==> config.mk <==
export PLATFORM = sky130hd
export DESIGN_NAME = pmem_arbiter_flat
export DESIGN_NICKNAME = d
export VERILOG_FILES = /design/src/rtl/pmem_arbiter_pkg.sv /design/src/rtl/pmem_arbiter_if.sv /design/src/rtl/pmem_arbiter_burst_engine.sv /design/src/rtl/pmem_arbiter.sv /design/src/flat_wrapper.sv
export SDC_FILE = /design/constraint.sdc
export NUM_CORES = 1
export LEC_CHECK = 0
export CORE_AREA = 5 5 387 389
export DETAILED_ROUTE_END_ITERATION = 6
export DIE_AREA = 0 0 392 394
export PLACE_DENSITY = 0.48
export SLEW_MARGIN = 20
export SYNTH_ARGS = -nofsm -noshare
export SYNTH_HDL_FRONTEND = slang
export SYNTH_SLANG_ARGS = --single-unit
==> constraint.sdc <==
create_clock -name clk -period 10.4 [get_ports clk]
set_clock_uncertainty 0.1 [all_clocks]
set_input_delay 2.08 -clock clk [delete_from_list [all_inputs] [get_ports clk]]
set_output_delay 2.08 -clock clk [all_outputs]
set_load 0.02 [all_outputs]
==> src/rtl/pmem_arbiter_pkg.sv <==
// Shared cache types for the pmem arbiter: FSM/grant enums, burst geometry, address helper.
// Optional build macro used elsewhere in this slice: PMEM_ARB_ROUND_ROBIN_EN.
package cache_types;

    localparam int PMEM_BEAT_WIDTH = 64;
    localparam int PMEM_BEATS      = 4;
    localparam int LINE_WIDTH      = PMEM_BEAT_WIDTH * PMEM_BEATS;

    typedef enum logic [1:0] {
        IDLE,
        RD_BURST,
        WR_BURST,
        DONE
    } arb_state_t;

    typedef enum logic {
        REQ_I,
        REQ_D
    } arb_req_t;

    // Clears the byte-offset bits so bursts always start on a line boundary.
    function automatic logic [31:0] line_align(input logic [31:0] addr, input int line_bytes);
        return addr & ~(32'(line_bytes) - 32'd1);
    endfunction

endpackage

==> src/rtl/pmem_arbiter_if.sv <==
// Burst physical-memory bus: the arbiter drives it through master, the memory through slave.
interface pmem_arbiter_if #(
    parameter int BEAT_WIDTH = 64
);
    logic [31:0]           pmem_address;
    logic [BEAT_WIDTH-1:0] pmem_rdata;
    logic [BEAT_WIDTH-1:0] pmem_wdata;
    logic                  pmem_read;
    logic                  pmem_write;
    logic                  pmem_resp;

    modport master (
        output pmem_address, pmem_wdata, pmem_read, pmem_write,
        input  pmem_rdata, pmem_resp
    );

    modport slave (
        input  pmem_address, pmem_wdata, pmem_read, pmem_write,
        output pmem_rdata, pmem_resp
    );
endinterface

==> src/rtl/pmem_arbiter_burst_engine.sv <==
// Burst engine for pmem_arbiter: beat counter, line pack/unpack and pmem bus drive.
// Behaviour is the same with or without PMEM_ARB_ROUND_ROBIN_EN.
module pmem_burst_engine
    import cache_types::*;
#(
    parameter int BEAT_WIDTH = PMEM_BEAT_WIDTH,
    parameter int BEATS      = PMEM_BEATS
) (
    input  logic                          clk,
    input  logic                          rst,
    input  arb_state_t                    state,
    input  logic                          start,
    input  logic [31:0]                   start_address,
    input  logic [BEAT_WIDTH*BEATS-1:0]   start_wdata,
    output logic                          last_beat,
    output logic [BEAT_WIDTH*BEATS-1:0]   rd_line,
    pmem_arbiter_if.master                pmem
);
    localparam int LINE_W = BEAT_WIDTH * BEATS;
    localparam int CNT_W  = (BEATS > 1) ? $clog2(BEATS) : 1;
    localparam logic [CNT_W-1:0] LAST_CNT = CNT_W'(BEATS - 1);

    logic [CNT_W-1:0]  beat_cnt;
    logic [31:0]       address_q;
    logic [LINE_W-1:0] wline_q;
    logic [LINE_W-1:0] rline_q;
    logic              busy;
    logic              beat_done;

    assign busy      = (state == RD_BURST) || (state == WR_BURST);
    assign beat_done = busy && pmem.pmem_resp;
    assign last_beat = beat_done && (beat_cnt == LAST_CNT);

    // NOTE: sequential state uses non-blocking assignments so every flop samples pre-edge values.
    always_ff @(posedge clk) begin
        if (rst) begin
            beat_cnt  <= '0;
            address_q <= '0;
        end else if (start) begin
            beat_cnt  <= '0;
            address_q <= line_align(start_address, LINE_W / 8);
        end else if (beat_done) begin
            beat_cnt  <= beat_cnt + 1'b1;
        end
    end

    // NOTE: the line buffers are pure datapath qualified by state, so they carry no reset.
    always_ff @(posedge clk) begin
        if (start) begin
            wline_q <= start_wdata;
        end
        if (state == RD_BURST && pmem.pmem_resp) begin
            rline_q[beat_cnt*BEAT_WIDTH +: BEAT_WIDTH] <= pmem.pmem_rdata;
        end
    end

    // The assembled line includes the beat arriving this cycle, so it is complete on last_beat.
    // NOTE: rd_line takes a full default before the partial overwrite, so no latch is inferred.
    always_comb begin
        rd_line = rline_q;
        rd_line[beat_cnt*BEAT_WIDTH +: BEAT_WIDTH] = pmem.pmem_rdata;
    end

    assign pmem.pmem_read    = (state == RD_BURST);
    assign pmem.pmem_write   = (state == WR_BURST);
    assign pmem.pmem_address = address_q;
    assign pmem.pmem_wdata   = (state == WR_BURST) ? wline_q[beat_cnt*BEAT_WIDTH +: BEAT_WIDTH]
                                                   : '0;

endmodule

==> src/rtl/pmem_arbiter.sv <==
// Arbitrates I-cache and D-cache line misses onto one burst pmem port.
// PMEM_ARB_ROUND_ROBIN_EN: round-robin on simultaneous requests; otherwise D-cache wins.
module pmem_arbiter
    import cache_types::*;
#(
    parameter int BEAT_WIDTH = PMEM_BEAT_WIDTH,
    parameter int BEATS      = PMEM_BEATS
) (
    input  logic                        clk,
    input  logic                        rst,
    input  logic [31:0]                 i_line_address,
    input  logic                        i_line_read,
    output logic [BEAT_WIDTH*BEATS-1:0] i_line_rdata,
    output logic                        i_line_resp,
    input  logic [31:0]                 d_line_address,
    input  logic                        d_line_read,
    input  logic                        d_line_write,
    input  logic [BEAT_WIDTH*BEATS-1:0] d_line_wdata,
    output logic [BEAT_WIDTH*BEATS-1:0] d_line_rdata,
    output logic                        d_line_resp,
    pmem_arbiter_if.master              pmem
);
    arb_state_t state_q, state_next;
    arb_req_t   grant_q, grant_next;
    logic       i_req, d_req, start, last_beat;
    logic [31:0] start_address;
    logic [BEAT_WIDTH*BEATS-1:0] rd_line;

    assign i_req         = i_line_read;
    assign d_req         = d_line_read | d_line_write;
    assign start         = (state_q == IDLE) && (i_req || d_req);
    assign start_address = (grant_next == REQ_I) ? i_line_address : d_line_address;

`ifdef PMEM_ARB_ROUND_ROBIN_EN
    // Points at the requester to favour next: the one not granted most recently.
    arb_req_t rr_ptr;

    always_ff @(posedge clk) begin
        if (rst) begin
            rr_ptr <= REQ_I;
        end else if (start) begin
            rr_ptr <= (grant_next == REQ_I) ? REQ_D : REQ_I;
        end
    end
`endif

    always_comb begin
        grant_next = REQ_D;
        if (i_req && d_req) begin
`ifdef PMEM_ARB_ROUND_ROBIN_EN
            grant_next = rr_ptr;
`else
            grant_next = REQ_D;
`endif
        end else if (i_req) begin
            grant_next = REQ_I;
        end
    end

    always_ff @(posedge clk) begin
        if (rst) begin
            state_q <= IDLE;
            grant_q <= REQ_I;
        end else begin
            state_q <= state_next;
            if (start) begin
                grant_q <= grant_next;
            end
        end
    end

    // A D-cache write outranks a simultaneous D-cache read.
    always_comb begin
        state_next = state_q;
        case (state_q)
            IDLE:     if (start) state_next = (grant_next == REQ_D && d_line_write) ? WR_BURST
                                                                                    : RD_BURST;
            RD_BURST: if (last_beat) state_next = DONE;
            WR_BURST: if (last_beat) state_next = DONE;
            DONE:     state_next = IDLE;
            default:  state_next = IDLE;
        endcase
    end

    always_comb begin
        i_line_resp = (state_q == DONE) && (grant_q == REQ_I);
        d_line_resp = (state_q == DONE) && (grant_q == REQ_D);
    end

    // Returned lines persist until the same requester's next read completes.
    always_ff @(posedge clk) begin
        if (rst) begin
            i_line_rdata <= '0;
            d_line_rdata <= '0;
        end else if (last_beat && state_q == RD_BURST) begin
            if (grant_q == REQ_I) begin
                i_line_rdata <= rd_line;
            end else begin
                d_line_rdata <= rd_line;
            end
        end
    end

    pmem_burst_engine #(
        .BEAT_WIDTH (BEAT_WIDTH),
        .BEATS      (BEATS)
    ) u_burst_engine (
        .clk           (clk),
        .rst           (rst),
        .state         (state_q),
        .start         (start),
        .start_address (start_address),
        .start_wdata   (d_line_wdata),
        .last_beat     (last_beat),
        .rd_line       (rd_line),
        .pmem          (pmem)
    );

endmodule

==> src/flat_wrapper.sv <==
// flat-port wrapper written by rule: the top's interface ports become plain ports
module pmem_arbiter_flat import cache_types::*;
#(
    parameter int BEAT_WIDTH = PMEM_BEAT_WIDTH,
    parameter int BEATS      = PMEM_BEATS
)
  (clk, rst, i_line_address, i_line_read, i_line_rdata, i_line_resp, d_line_address, d_line_read, d_line_write, d_line_wdata, d_line_rdata, d_line_resp, pmem_pmem_address, pmem_pmem_wdata, pmem_pmem_read, pmem_pmem_write, pmem_pmem_rdata, pmem_pmem_resp);
  pmem_arbiter_if #(.BEAT_WIDTH(BEAT_WIDTH)) pmem_i ();
  input  logic clk;
  input  logic rst;
  input  logic [31:0] i_line_address;
  input  logic i_line_read;
  output logic [BEAT_WIDTH*BEATS-1:0] i_line_rdata;
  output logic i_line_resp;
  input  logic [31:0] d_line_address;
  input  logic d_line_read;
  input  logic d_line_write;
  input  logic [BEAT_WIDTH*BEATS-1:0] d_line_wdata;
  output logic [BEAT_WIDTH*BEATS-1:0] d_line_rdata;
  output logic d_line_resp;
  output wire logic [$bits(pmem_i.pmem_address)-1:0] pmem_pmem_address;
  output wire logic [$bits(pmem_i.pmem_wdata)-1:0] pmem_pmem_wdata;
  output wire logic [$bits(pmem_i.pmem_read)-1:0] pmem_pmem_read;
  output wire logic [$bits(pmem_i.pmem_write)-1:0] pmem_pmem_write;
  input wire logic [$bits(pmem_i.pmem_rdata)-1:0] pmem_pmem_rdata;
  input wire logic [$bits(pmem_i.pmem_resp)-1:0] pmem_pmem_resp;
  assign pmem_pmem_address = pmem_i.pmem_address;
  assign pmem_pmem_wdata = pmem_i.pmem_wdata;
  assign pmem_pmem_read = pmem_i.pmem_read;
  assign pmem_pmem_write = pmem_i.pmem_write;
  assign pmem_i.pmem_rdata = pmem_pmem_rdata;
  assign pmem_i.pmem_resp = pmem_pmem_resp;
  pmem_arbiter #(.BEAT_WIDTH(BEAT_WIDTH), .BEATS(BEATS)) u_core (.clk(clk), .rst(rst), .i_line_address(i_line_address), .i_line_read(i_line_read), .i_line_rdata(i_line_rdata), .i_line_resp(i_line_resp), .d_line_address(d_line_address), .d_line_read(d_line_read), .d_line_write(d_line_write), .d_line_wdata(d_line_wdata), .d_line_rdata(d_line_rdata), .d_line_resp(d_line_resp), .pmem(pmem_i));
endmodule
Word-level counts from Yosys, hierarchy flattened
Index checks and enable logic that the tools add are counted.
Widths: inputs -> output; s select.
- word-level logic and storage cells: 47
- bits of input ports: 390
- bits in registers: 1056
- output and inout port bits: 612
- muxes and demuxes: 9
- bitwise logic cells: 2
- add/sub/neg operators: 2
- reduce and logical (&&, ||, !) cells: 17
- equality and inequality tests: 6
- shift-type cells: 3
- operators with widths (operator ; number):
    $bwmux 256 ; 1
    $shift 64x34->256 const A ; 1
    $shiftx 256x9->64 ; 1
    $shiftx 64x34->256 ; 1
    $mux 64 ; 1
    $neg 8->34 ; 1
    $mux 32 ; 1
    $logic_and 1x1->1 ; 9
    $eq 2x2->1 const B ; 3
    $mux 2 ; 3
    $pmux 2 s3 ; 1
    $reduce_and 2->1 ; 3
    $ne 2x1->1 const B ; 2
    $reduce_or 2->1 ; 2
    $add 2x1->2 const B ; 1
    $eq 2x1->1 const B ; 1
    $logic_not 2->1 ; 1
    $logic_or 1x1->1 ; 2
    $mux 1 ; 2
    $not 1->1 ; 1
    $or 1x1->1 ; 1

Depth between registers and ports, before layout
Gate-level depths: netlist of the first run.
- word-level depth: 7
- depth in mapped cells: 10
- gate-level depth less buffers: 5

Cells and area by module
Synthesis of the first run repeated with hierarchy kept, for this count alone.
- cells, all modules: 3833
- area, all modules: 40088.4 sq um
- by module, submodules not included (module ; times used ; sequential area each (sq um) ; area each (sq um) ; cells an instance):
    pmem_burst_engine ; 1 ; 15955.3 ; 21667.0 ; 1547
    pmem_arbiter ; 1 ; 10309.9 ; 18421.4 ; 2286

Worst setup path after synthesis of the first run
Ideal clock, no wire load.
- path type: input port to flip-flop
- start point: input d_line_write
- end point: register u_core.u_burst_engine.address_q[11] (netlist: u_core.u_burst_engine.pmem.pmem_address[11])
- data required time: 10178 ps
- arrival time: 9542 ps
- cell stages on the path: 4
- setup time: 122 ps
- path slack: 637 ps
- cells stage by stage: o31a_1 nor2_2 buf_2 a221o_1
- longest elaborated chain between the ends: 4
- elaborated cells between the ends (all ways): 6
- those cells by class: mux (2); bitwise (1); reduce/logical (3)
- ends and longest elaborated chain (element ; line ; RTL):
    start: declaration ; flat_wrapper.sv:17 ; input logic d_line_write;
    $or 1x1->1 (*) ; pmem_arbiter.sv:30 ; assign d_req = d_line_read | d_line_write;
    $logic_and 1x1->1 ; pmem_arbiter.sv:49 ; if (i_req && d_req) begin
    $mux 1 ; pmem_arbiter.sv:49 ;
    $mux 32 ; pmem_arbiter.sv:32 ; assign start_address = (grant_next == REQ_I) ? i_line_address : d_line_address;
    end signal: assignment ; pmem_arbiter_burst_engine.sv:41 ; address_q <= line_align(start_address, LINE_W / 8);
    end: declaration ; pmem_arbiter_burst_engine.sv:24 ; logic [31:0] address_q;
Every way passes the cells marked *; elsewhere a longest branch is shown, timed or not.
A chain may end at the register's enable or synchronous reset.

Worst setup path after layout of the first run
- start point: register u_core.u_burst_engine.beat_cnt[0]
- end point: output pmem_pmem_wdata[61]
- longest elaborated chain between the ends: 2
- ends and longest elaborated chain (element ; line ; RTL):
    start: declaration ; pmem_arbiter_burst_engine.sv:23 ; logic [CNT_W-1:0] beat_cnt;
    start signal: assignment ; pmem_arbiter_burst_engine.sv:43 ; beat_cnt <= beat_cnt + 1'b1;
    $shiftx 256x9->64 ; pmem_arbiter_burst_engine.sv:67 ; assign pmem.pmem_wdata = (state == WR_BURST) ? wline_q[beat_cnt*BEAT_WIDTH +: BEAT_WIDTH]
    $mux 64 ; pmem_arbiter_burst_engine.sv:67 ;
    end: declaration ; flat_wrapper.sv:22 ; output wire logic [$bits(pmem_i.pmem_wdata)-1:0] pmem_pmem_wdata;
Every way passes these cells.

==> results of run 1 <==
worst register-to-register path, delay by kind of cell, from the launching register on:
| family | cells | cell delay (ns) |
|---|---|---|
| flip-flops | 1 | 0.90 |
| AND/OR/NAND/NOR | 1 | 0.54 |
| adder cells (fa/ha/maj) | 1 | 0.42 |
| AO/OA/AOI/OAI | 2 | 0.82 |
| buffers and inverters | 2 | 0.97 |
flip-flops by register name, summed over array words and instances, names as in the netlist:
name	flops
u_core.i_line_rdata	256
u_core.d_line_rdata	256
u_core.grant_q	1
u_core.u_burst_engine.pmem.pmem_address	27
u_core.state_q	2
u_core.u_burst_engine.wline_q	256
u_core.u_burst_engine.rline_q	192
u_core.u_burst_engine.beat_cnt	2
per-layer routing:
layer | part of all wire [%] | wire (um) | GRT usage [%]
met4 | 3.2 | 5570 | 6.98
met5 | 0.065 | 112 | 0
met3 | 7.9 | 13700 | 6.70
met1 | 40 | 69600 | 26.1
met2 | 49 | 84100 | 36.4
cell usage in the layout, fill, tap and decap left out, types with 31 or more instances in the layout:
| master | netlist | final |
|---|---|---|
| buf_4 | 45 | 31 |
| clkbuf_16 | 0 | 114 |
| clkbuf_1 | 143 | 40 |
| nand3b_1 | 64 | 64 |
| mux2i_1 | 130 | 130 |
| edfxtp_1 | 448 | 448 |
| a21oi_1 | 449 | 449 |
| inv_1 | 197 | 196 |
| a31oi_1 | 128 | 128 |
| a211oi_2 | 50 | 50 |
| nand2b_1 | 129 | 129 |
| a211oi_1 | 335 | 335 |
| clkdlybuf4s50_1 | 0 | 985 |
| nor2b_1 | 259 | 257 |
| and2_1 | 67 | 65 |
| dfxtp_1 | 544 | 541 |
| mux4_2 | 64 | 64 |
kinds of logic after synthesis:
kind of cell	count (synthesis)
XOR/XNOR	1
multiplexers	195
other	1
buffers and inverters	514
adder cells (fa/ha/maj)	10
AO/OA/AOI/OAI	994
AND/OR/NAND/NOR	563
flip-flops	992
final timing paths:
kind | startpoint | to | slack, ns | depth (start not counted)
max | u_core.u_burst_engine.beat_cnt[0]$_SDFFE_PP0P_ | pmem_pmem_wdata[61] | 4.33 | 4
min reg2reg | u_core.i_line_rdata[197]$_SDFFE_PP0P_ | u_core.i_line_rdata[197]$_SDFFE_PP0P_ | 0.37 | 2
min | u_core.i_line_rdata[197]$_SDFFE_PP0P_ | u_core.i_line_rdata[197]$_SDFFE_PP0P_ | 0.37 | 2
max reg2reg | u_core.u_burst_engine.beat_cnt[0]$_SDFFE_PP0P_ | u_core.d_line_rdata[69]$_SDFFE_PP0P_ | 6.54 | 6
per-stage QoR:
step                      std cells  utilization, %  setup slack (ns)  hold slack [ns]
after global placement         5911            34.7              4.82            0.360
after detailed placement       5911            34.7              4.85            0.361
final                          6141            37.2              4.33            0.373
after global routing           6136            37.2              3.96            0.393
after floorplan                3274               -             0.637            0.386
after CTS                      6123            37.2              4.03            0.373
cell type report:
class	count	area share [%]
Clock inverter	42	0.721
Timing Repair Buffer	1024	18.8
Multi-Input combinational cell	1768	24.0
Inverter	197	1.37
Tap cell	1930	4.43
Clock buffer	170	5.91
Antenna cell	18	0.0826
Sequential cell	992	44.7
power groups by stage:
stage	Clock, mW	Combinational [mW]	Sequential [mW]
3_5_place_dp	0	2.52	5.00
6_report	3.93	2.47	4.92
2_1_floorplan	0	1.38	5.13
3_3_place_gp	0	2.52	4.99
5_1_grt	4.20	2.64	4.96
4_1_cts	4.05	2.53	4.92
==> flow_summary_export.csv, run 1 <==
group,metric,value,unit
setup_path,critPathMaxFanout,41,
route,viasPerCell,4.85,
power_and_ir_drop,powerDensity,208,nW/um2
setup_path,critPathArrivalTime,3.89,ns
route,wire_per_inst,28.2,um
run,cap_violations,0,
timing,rsz0062_at_grt,"no",
power_and_ir_drop,p_leak,17.9,nW
global_routing,grt_pass1_wl,239000,um
synthesis,synthXorXnorAreaFrac,0.0220,%
floorplan,die_area,154000,um2
power_and_ir_drop,p_total,11.3,mW
cts,hold_buffers,0,
power_and_ir_drop,p_int,7.80,mW
setup_path,slowest_delay,0.90,ns
floorplan,start_util,27.2,%
timing,tightestPinTransition,1.20,ns
synthesis,synth-edff-count,448,
finish,seqCellArea,24400,um2
route,vias,29772,
cts,path_clk_slew,0.07,ns
setup_path,crit_chain,"buf_4, mux4_2, and2_1, clkdlybuf4s50_1",
global_routing,grt-ovfl-total,0,
timing,finalCritPeriodShare,58.4,%
placed_design,gp_congestion,0.823,
run_status,status,"complete, no violations",
synthesis,ys_async_sr_fraction,0,%
finish,syn_to_final_growth,36.9,%
synthesis,synth_most_common_cell,"dfxtp_1",
floorplan,core-area,146000,um2
setup_path,required,8.22,ns
power_and_ir_drop,clockPowerShare,34.7,%
timing,fin_tns_setup,0,ns
finish,num-fill-cells,14566,
synthesis,synth_compound_area_share,16.3,%
floorplan,dieWidth,392,um
setup_path,crit_family,"buffers and inverters",
synthesis,synth_top_cell_by_area,"edfxtp_1",
cts,clk_latency,0.74,ns
placed_design,dp_hpwl,121000,um
cts,cts_tree,"built",
synthesis,ys_types,38,
cts,ctsResizeCount,0,
synthesis,netlist_area,39800,um2
synthesis,synth_mux_area_share,6.92,%
synthesis,syn_avg_cell_area,12.2,um2
setup_path,slowest_stage,"dfxtp_4",
global_routing,grt_max_degree,214,
cts,cts.sinks,992,
cts,post_cts_buffers,0,
power_and_ir_drop,peakVddDrop,319,uV
synthesis,synth_top_family_by_area,"compound AO/OA/AOI/OAI gates",
global_routing,antenna_found_initial,36,
setup_path,critPathBufInv,2,
global_routing,grt_pass1_vias,29686,
synthesis,yosys.area_share.simple,9.02,%
finish,final_area,54500,um2
setup_path,startpoint_type,"register",
hold_path,hp-class,"reg2reg",
cts,cts_buffers,112,
timing,max_freq,0.165,GHz
synthesis,ys_seq_area_share,61.2,%
power_and_ir_drop,pwr-share-seq,43.5,%
synthesis,ys.flop_type,"dfxtp_1",
cts,cts_root_buffer,"clkbuf_16",
cts,clockBufferDepth,3,
power_and_ir_drop,switchingPower,3.52,mW
synthesis,synthTopCellsByArea,"edfxtp_1, dfxtp_1, a211oi_1",
route,drt_iter0_drc,2112,
floorplan,rows,141,
synthesis,synth_fa_ha_area_share,0.314,%
global_routing,grt_use_total,21.5,%
route,drcViolationCount,0,
synthesis,synth_top_area_share,33.8,%
placed_design,dpl_cell_area,50800,um2
cts,htreeDepth,3,
route,firstDrtPassIters,5,
finish,drive_gt1_share,7.85,%
floorplan,ios,1002,
timing,relSlewSlack,20.0,%
timing,slew_violations,0,
timing,setup_viol,0,
setup_path,crit_type,"reg2out",
synthesis,ys_ff_latch,992,
placed_design,portBuffers,986,
synthesis,synthCells,3270,
finish,finish.net_count,4495,
synthesis,ys.warnings.count,0,
timing,finalHoldViolCount,0,
floorplan,dieHeight,394,um
timing,period_needed,6.07,ns
route,finalWirelength,173000,um
synthesis,synthTopCellsByCount,"dfxtp_1, a21oi_1, edfxtp_1",
route,ant_nets,0,
finish,multi_input_area,13100,um2
setup_path,end_kind,"output pin",
power_and_ir_drop,comb_power_share,21.8,%
power_and_ir_drop,swShare,31.1,%
Power figures use the tool's default switching activity.
==> inputs of run 2 (changes only) <==
Settings changed: PLACE_DENSITY 0.48 to 0.49.
Clock period 10.4 ns to 5.3 ns, I/O delays scaled along.
==> flow_summary_export.csv, run 2 (synthesized netlist as in run 1, its figures left out) <==
group,metric,value,unit
run_status,status,"complete, no violations",
floorplan,ios,1002,
cts,htreeDepth,3,
global_routing,grt_pass1_vias,29769,
setup_path,startpoint_type,"register",
cts,hold_buffers,0,
setup_path,critPathMaxFanout,47,
floorplan,dieHeight,394,um
timing,max_freq,0.228,GHz
setup_path,required,4.14,ns
finish,finish.net_count,4514,
floorplan,die_area,154000,um2
hold_path,hold_path_startpoint,"u_core.i_line_rdata[199]$_SDFFE_PP0P_",
cts,clk_latency,0.72,ns
setup_path,reg2reg_slack,1.84,ns
finish,drive_gt1_share,8.36,%
power_and_ir_drop,powerDensity,406,nW/um2
setup_path,reg2reg_to,"u_core.d_line_rdata[68]$_SDFFE_PP0P_",
setup_path,crit_type,"reg2out",
power_and_ir_drop,p_leak,18.1,nW
setup_path,critPathArrivalTime,3.22,ns
route,drt_iter0_drc,1837,
finish,syn_to_final_growth,38.0,%
setup_path,slowest_delay,0.82,ns
route,vias,29653,
route,firstDrtPassIters,5,
timing,relSlewSlack,27.9,%
route,ant_nets,0,
timing,tightestPinTransition,1.08,ns
timing,fin_tns_setup,0,ns
global_routing,grt_use_total,21.3,%
setup_path,crit_path_start,"u_core.state_q[0]$_SDFFE_PP0P_",
placed_design,gp_congestion,0.849,
route,wire_per_inst,27.8,um
placed_design,portBuffers,986,
power_and_ir_drop,peakVddDrop,284,uV
setup_path,slowest_stage,"ha_2",
timing,finalCritPeriodShare,82.7,%
finish,final_common_cell,"clkdlybuf4s50_1",
route,viasPerCell,4.82,
cts,cts_buffers,110,
cts,clockBufferDepth,3,
cts,cts_root_buffer,"clkbuf_16",
floorplan,start_util,27.2,%
global_routing,grt_max_degree,172,
cts,cts.sinks,992,
floorplan,core-area,146000,um2
route,finalWirelength,171000,um
run,cap_violations,0,
timing,slew_violations,0,
timing,rsz0062_at_grt,"no",
setup_path,rr_worst_depth,7,
finish,top_regs,"u_core.d_line_rdata x256, u_core.i_line_rdata x256, u_core.u_burst_engine.wline_q x256",
floorplan,rows,141,
setup_path,critPathBufInv,3,
placed_design,dp_hpwl,122000,um
power_and_ir_drop,p_total,22.3,mW
setup_path,crit_family,"buffers and inverters",
cts,ctsResizeCount,0,
global_routing,grt-ovfl-total,0,
floorplan,dieWidth,392,um
hold_path,hold_depth,2,
setup_path,end_kind,"output pin",
route,drcViolationCount,0,
setup_path,reg2reg_from,"u_core.u_burst_engine.beat_cnt[0]$_SDFFE_PP0P_",
timing,period_needed,4.38,ns
finish,num-fill-cells,14404,
hold_path,whs_endpoint,"u_core.i_line_rdata[199]$_SDFFE_PP0P_",
cts,path_clk_slew,0.06,ns
timing,finalHoldViolCount,0,
finish,final_cell_mix,"clkdlybuf4s50_1, dfxtp_1, a21oi_1",
global_routing,grt_pass1_wl,237000,um
cts,cts_tree,"built",
timing,setup_viol,0,
cts,post_cts_buffers,0,
hold_path,hp-class,"reg2reg",
global_routing,antenna_found_initial,36,
setup_path,crit_chain,"inv_1, ha_2, buf_4, and2_1, clkdlybuf4s50_1",
run 2: cell types whose count changed in the layout (fill, tap and decap cells not counted), sizes merged, moves of 2 or more:
cell / previous run / this run
buf: 39 / 60
diode: 18 / 11
clkbuf: 170 / 166
clkinv: 33 / 31
clkinvlp: 1 / 3
inv: 201 / 199
run 2: power breakdown:
part / internal, mW / switching, mW / total [mW]
registers: 9.34 / 0.300 / 9.64
clock network: 4.41 / 3.32 / 7.73
logic: 1.63 / 3.27 / 4.90
total: 15.4 / 6.89 / 22.3
run 2: how the worst max path moves through the flow:
stage	slack [ns]	endpoint	depth (start not counted)
after floorplan	1.33	u_core.u_burst_engine.rline_q[0]$_DFFE_PP_	1
after global placement	1.55	pmem_pmem_wdata[23]	4
after detailed placement	1.55	pmem_pmem_wdata[16]	5
after CTS	0.72	pmem_pmem_wdata[16]	5
after global routing	0.69	pmem_pmem_wdata[16]	5
final	0.92	pmem_pmem_wdata[16]	5
run 2: per-layer routing:
layer | track usage, % | vias up | share of wire (%)
li1 | - | 13692 | -
met4 | 7.40 | 24 | 3.3
met5 | 0 | - | 0.095
met2 | 35.6 | 1045 | 48
met3 | 6.60 | 227 | 8.1
met1 | 26.1 | 14665 | 41
run 2: per-stage QoR:
| step | hold slack (ns) | std cells | setup WS [ns] | util, % | instance area (um2) |
|---|---|---|---|---|---|
| 5_1_grt | 0.389 | 6145 | 0.692 | 37.5 | 54900 |
| 6_report | 0.372 | 6150 | 0.916 | 37.5 | 54900 |
| 3_3_place_gp | 0.358 | 5931 | 1.55 | 35.0 | 51200 |
| 4_1_cts | 0.376 | 6139 | 0.717 | 37.5 | 54900 |
| 3_5_place_dp | 0.361 | 5932 | 1.55 | 35.0 | 51300 |
| 2_1_floorplan | 0.386 | 3274 | 1.33 | - | 39800 |
run 2: area by class of cell:
cell class              instances  area (um2)  area share [%]
diodes                         11        27.5          0.0501
clock buffers                 166        3200            5.82
repair buffers               1045       10700            19.4
clock inverters                41         430           0.784
inverters                     197         747            1.36
flip-flops and latches        992       24400            44.3
multi-input cells            1768       13100            23.8
well taps                    1930        2410            4.40
run 2: worst reg2reg max path, stage by stage, from the launching register on:
cell and delay [ns]:
dfxtp_4 0.77, buf_4 0.29, inv_1 0.15, ha_4 0.34, and2_4 0.74, buf_4 0.46, a31oi_1 0.24, a211oi_1 0.31
